`src/rtl/mem_wb_stage.sv`:
```
// MEM/WB pipeline slot with load-data formatting and register file writeback.
// Optional retired-instruction counter enabled by defining WB_RETIRE_CNT_EN.
module mem_wb_stage #(
    parameter int PC_BITS      = 32,
    parameter int PC_ADDR_SIZE = 5
) (
    input  logic                    clk,
    input  logic                    rst_n,
    input  logic                    halt,
    input  logic                    flush,
    input  logic                    in_valid,
    output logic                    in_ready,
    input  logic                    in_reg_write,
    input  logic                    in_mem_to_reg,
    input  logic [2:0]              in_load_type,
    input  logic [PC_ADDR_SIZE-1:0] in_dest,
    input  logic [PC_BITS-1:0]      in_alu_result,
    input  logic [PC_BITS-1:0]      in_mem_rdata,
    output logic [PC_ADDR_SIZE-1:0] write_adress,
    output logic [PC_BITS-1:0]      write_data,
    output logic                    write_enable,
    output logic                    fwd_valid,
    output logic [PC_ADDR_SIZE-1:0] fwd_addr,
    output logic [PC_BITS-1:0]      fwd_data,
    output logic                    align_err,
    output logic [31:0]             retire_count
);

    localparam logic [2:0] LT_LB  = 3'b001;
    localparam logic [2:0] LT_LBU = 3'b010;
    localparam logic [2:0] LT_LH  = 3'b011;
    localparam logic [2:0] LT_LHU = 3'b100;

    logic                    valid_q;
    logic                    reg_write_q;
    logic                    mem_to_reg_q;
    logic [2:0]              load_type_q;
    logic [PC_ADDR_SIZE-1:0] dest_q;
    logic [PC_BITS-1:0]      alu_q;
    logic [PC_BITS-1:0]      rdata_q;

    logic [1:0]         off;
    logic [7:0]         byte_sel;
    logic [15:0]        half_sel;
    logic [PC_BITS-1:0] load_data;
    logic [PC_BITS-1:0] wb_data;
    logic               live;
    logic               is_half;
    logic               is_word;

    assign in_ready = ~halt;

    // Payload fields only load on a real capture; the valid bit alone marks bubbles and flushes.
    always_ff @(posedge clk or negedge rst_n) begin
        if (!rst_n) begin
            valid_q      <= 1'b0;
            reg_write_q  <= 1'b0;
            mem_to_reg_q <= 1'b0;
            load_type_q  <= 3'b000;
            dest_q       <= '0;
            alu_q        <= '0;
            rdata_q      <= '0;
        end else if (!halt) begin
            if (flush) begin
                valid_q <= 1'b0;
            end else if (in_valid) begin
                valid_q      <= 1'b1;
                reg_write_q  <= in_reg_write;
                mem_to_reg_q <= in_mem_to_reg;
                load_type_q  <= in_load_type;
                dest_q       <= in_dest;
                alu_q        <= in_alu_result;
                rdata_q      <= in_mem_rdata;
            end else begin
                valid_q <= 1'b0;
            end
        end
    end

    always_comb begin
        off      = alu_q[1:0];
        byte_sel = rdata_q[7:0];
        case (off)
            2'd0: byte_sel = rdata_q[7:0];
            2'd1: byte_sel = rdata_q[15:8];
            2'd2: byte_sel = rdata_q[23:16];
            2'd3: byte_sel = rdata_q[31:24];
            default: byte_sel = rdata_q[7:0];
        endcase
        half_sel = off[1] ? rdata_q[31:16] : rdata_q[15:0];

        load_data = rdata_q;
        case (load_type_q)
            LT_LB:   load_data = {{(PC_BITS-8){byte_sel[7]}}, byte_sel};
            LT_LBU:  load_data = {{(PC_BITS-8){1'b0}}, byte_sel};
            LT_LH:   load_data = {{(PC_BITS-16){half_sel[15]}}, half_sel};
            LT_LHU:  load_data = {{(PC_BITS-16){1'b0}}, half_sel};
            default: load_data = rdata_q;
        endcase

        wb_data = mem_to_reg_q ? load_data : alu_q;
    end

    // Unknown load encodings behave as LW, including for the alignment check.
    assign is_half = (load_type_q == LT_LH) || (load_type_q == LT_LHU);
    assign is_word = !is_half && (load_type_q != LT_LB) && (load_type_q != LT_LBU);

    assign live = valid_q & reg_write_q & (dest_q != '0);

    assign write_enable = live & ~halt;
    assign write_adress = dest_q;
    assign write_data   = wb_data;
    assign fwd_valid    = live;
    assign fwd_addr     = dest_q;
    assign fwd_data     = wb_data;
    assign align_err    = valid_q & mem_to_reg_q &
                          ((is_word & (off != 2'd0)) | (is_half & off[0]));

`ifdef WB_RETIRE_CNT_EN
    logic [31:0] retire_q;

    // Every valid slot leaving the stage counts, whether or not it writes a register.
    always_ff @(posedge clk or negedge rst_n) begin
        if (!rst_n) begin
            retire_q <= 32'd0;
        end else if (valid_q && !halt) begin
            retire_q <= retire_q + 32'd1;
        end
    end

    assign retire_count = retire_q;
`else
    assign retire_count = 32'd0;
`endif

endmodule

```
`config.mk`:
```
export PLATFORM = sky130hd
export DESIGN_NAME = mem_wb_stage
export DESIGN_NICKNAME = d
export VERILOG_FILES = /design/src/rtl/mem_wb_stage.sv
export SDC_FILE = /design/constraint.sdc
export NUM_CORES = 1
export LEC_CHECK = 0
export CORE_MARGIN = 3
export CORE_UTILIZATION = 26
export CTS_BUF_LIST = sky130_fd_sc_hd__clkbuf_8
export CTS_CLUSTER_DIAMETER = 200
export DETAILED_ROUTE_END_ITERATION = 7
export SLEW_MARGIN = 10
export SYNTH_ARGS = -nofsm -noshare
export SYNTH_HDL_FRONTEND = slang
export SYNTH_SLANG_ARGS = --single-unit
```
`constraint.sdc`:
```
create_clock -name clk -period 2.85 [get_ports clk]
set_input_delay 0.57 -clock clk [delete_from_list [all_inputs] [get_ports clk]]
set_output_delay 0.57 -clock clk [all_outputs]
set_load 0.005 [all_outputs]
```
==> flow_summary.ini <==
[critical_path]
setup.worst_path.start_class = register
crit_top_cell = buf_6
end_kind = primary output
slowest_stage = mux4_2
required_ns = 2.28
max_stage_delay_ns = 0.52
cp_top_family = buffers and inverters
crit_chain = mux4_2, buf_6, nor2_4, a311oi_4, buf_6, a311o_1, dlygate4sd2_1
path_class = register to primary output
cp.arrival_ns = 2.32
critPathMaxFanout = 7
path_buf_inv = 3

[final_layout]
final_common_cell = clkdlybuf4s50_1
antenna_cells = 0
nets = 625
drive_gt1_frac = 0.372
finalInstanceArea_sq_mm = 0.00629
mostFrequentLayoutCells = clkdlybuf4s50_1, mux2_2, dfrtp_1
fin_util = 0.388
syn_to_final_growth_pct = 43.3

[grt]
grt_use_total = 0.139
grt_first_pass_wirelength_um = 19800
grt_max_degree = 50
grt_antenna_before_repair = 0
overflow = 0
grt_pass1_vias = 3692

[route]
vias_per_cell = 4.60
vias = 3527
route.detailed.drc = 0
drtPass1Iterations = 5
drt_iter0_drc = 158
wirelength_um = 13200
wire_per_inst_um = 17.2
antenna_left = 0

[timing]
setup-violations-final = 3
finalClockSkew_ns = 0
grt_setup_unrepaired = yes
min_period_over_period = 1.01
hold_violations = 0
finalWorstSetupSlack_ns = -0.0417
fmax_mhz = 346
tightest_slew_ns = 0.665
setup_tns_ns = -0.108
fin_crit_ns = 2.89
maxSlewViolCount = 0
relSlewSlack = 0.556

[synth]
synth_area_sq_mm = 0.00439
synth_top_area_cell = dfrtp_1
synth_warnings = 0
synthCells = 403
ys_ff_latch = 75
synth.top_cell.area_share = 0.427
ys_top_cells_by_area = dfrtp_1, mux2_2, buf_4
synth.distinct_cells = 42
ys_seq_area_frac = 0.427
synth_area_per_cell_sq_um = 10.9

[placed_design]
gp_congestion = 0.821
io_buffers = 156
pre_cts_ws_ns = -0.0153
placed_cell_area_sq_mm = 0.00601
hpwl_um = 9800

[die]
io_pins = 189
die-area_sq_mm = 0.0185
die_x_um = 136
die_h_um = 136
start_util = 0.271
rows = 46
design.core.area_sq_mm = 0.0162

[clock_tree]
hold_buffers = 0
numCtsBuffers = 9
clock_path_buffers = 2
h-tree-depth = 3
clock_sinks = 75
clkTransAtPathRegs_ns = 0.08
clock_latency_ns = 0.36
cts_root_buffer = clkbuf_8
cts_tree = done

[power]
clkPwrFrac = 0.186
swShare = 0.351
peakVddDrop_v = 0.000309
p_sw_mw = 1.48
p_comb_frac = 0.475
intPower_mw = 2.73
seq_power_share = 0.339
p_leak_nw = 2.66
p_per_area_mw_per_mm2 = 669

[job]
cap_viol_max_count = 0

[run_status]
failed_checks = negative setup slack
outcome = complete, but fails checks

[worst_hold_path]
hp-class = input pin to asynchronous set/reset pin
## per-layer routing
metal	GRT usage	share of wire	up-vias
met3	0.0415	0.074	15
met2	0.239	0.50	164
met5	0	0	-
li1	-	-	1618
met1	0.167	0.41	1730
met4	0.0465	0.017	0
## synth_stat cells
master      n
a311o_1    16
a21o_1      1
dfrtp_1    75
o21a_1      1
nor3b_1     1
nor2_2      2
o22ai_1     1
a32o_1      1
or3_1       1
a311oi_4    1
o311a_1     1
o21ai_0     8
and2_1      1
nand3_1     2
a221oi_1    7
a31oi_1     8
maj3_1      1
nor2b_1    17
o31ai_1     1
a41oi_1     1
o211ai_1    1
nand2_1    31
inv_1       8
buf_4      69
mux2_2     82
xnor2_1     2
mux2i_1     1
nand2b_1    1
o221ai_1    1
o2bb2ai_1   2
clkbuf_1   13
nor3_1      2
nor2_1     21
xor2_1      1
o21ai_2     1
buf_2      10
buf_6       1
a21boi_2    1
a32oi_1     5
a22oi_1     1
conb_1      1
mux4_2      1
## area by class of cell
type	instances	area [sq um]
sequential	75	1880
clock buffer	12	165
fill	1590	9940
timing repair buffer	194	1730
clock inverter	4	25.0
multi-input combinational	258	2200
tap	216	270
inverter	8	30.0
## power groups by stage
stage / combinational (mW) / sequential, mW / clock, mW
finish: 2.00 / 1.43 / 0.784
floorplan: 1.12 / 1.38 / 0
global route: 2.16 / 1.45 / 0.867
global placement: 2.03 / 1.44 / 0
detailed placement: 2.06 / 1.45 / 0
CTS: 2.00 / 1.43 / 0.829
## repair_timing
| item | CTS | global route |
|---|---|---|
| endpoints found under the setup margin | 64 | 42 |
| buffers inserted | 6 | 1 |
| gates cloned | 0 | 1 |
| pin swaps | 3 | 15 |
| endpoints found under the hold margin | 0 | 0 |
| resized for setup | 111 | 85 |
## path summary, 6_finish.rpt
check                                  start           end  slack (ns)  cells past startpoint
worst max register to register  mem_to_reg_q  mem_to_reg_q        1.81                      2
min in group clk                   alu_q[30]     alu_q[30]        0.50                      1
worst min register to register     alu_q[30]     alu_q[30]        0.50                      1
worst max-delay path              rdata_q[7]  fwd_data[30]       -0.04                      7
worst min-delay path                   rst_n     alu_q[24]        0.23                      1
max in group asynchronous              rst_n     alu_q[17]        1.91                      2
## stage by stage
stage / hold WS (ns) / total power, mW / cells
2_1_floorplan: 0.274 / 2.50 / 434
3_5_place_dp: 0.490 / 3.50 / 743
4_1_cts: 0.244 / 4.26 / 765
3_3_place_gp: 0.481 / 3.47 / 743
6_report: 0.232 / 4.21 / 767
5_1_grt: 0.268 / 4.48 / 767
## sequential cells by signal, summed over array words and instances, names as in the netlist
register	cells
fwd_addr	5
mem_to_reg_q	1
load_type_q	3
rdata_q	32
alu_q	32
valid_q	1
reg_write_q	1
## cells by family after synthesis
group,count (synthesis),synth area share
DFF,75,0.427
other,1,0.000854
buffers and inverters,101,0.150
adders and majority gates,1,0.00228
AOI/OAI and AO/OA,59,0.114
xor gates and xnor gates,3,0.00598
and+or+nand+nor,79,0.0821
muxes,84,0.218
Power figures use the tool's default switching activity.
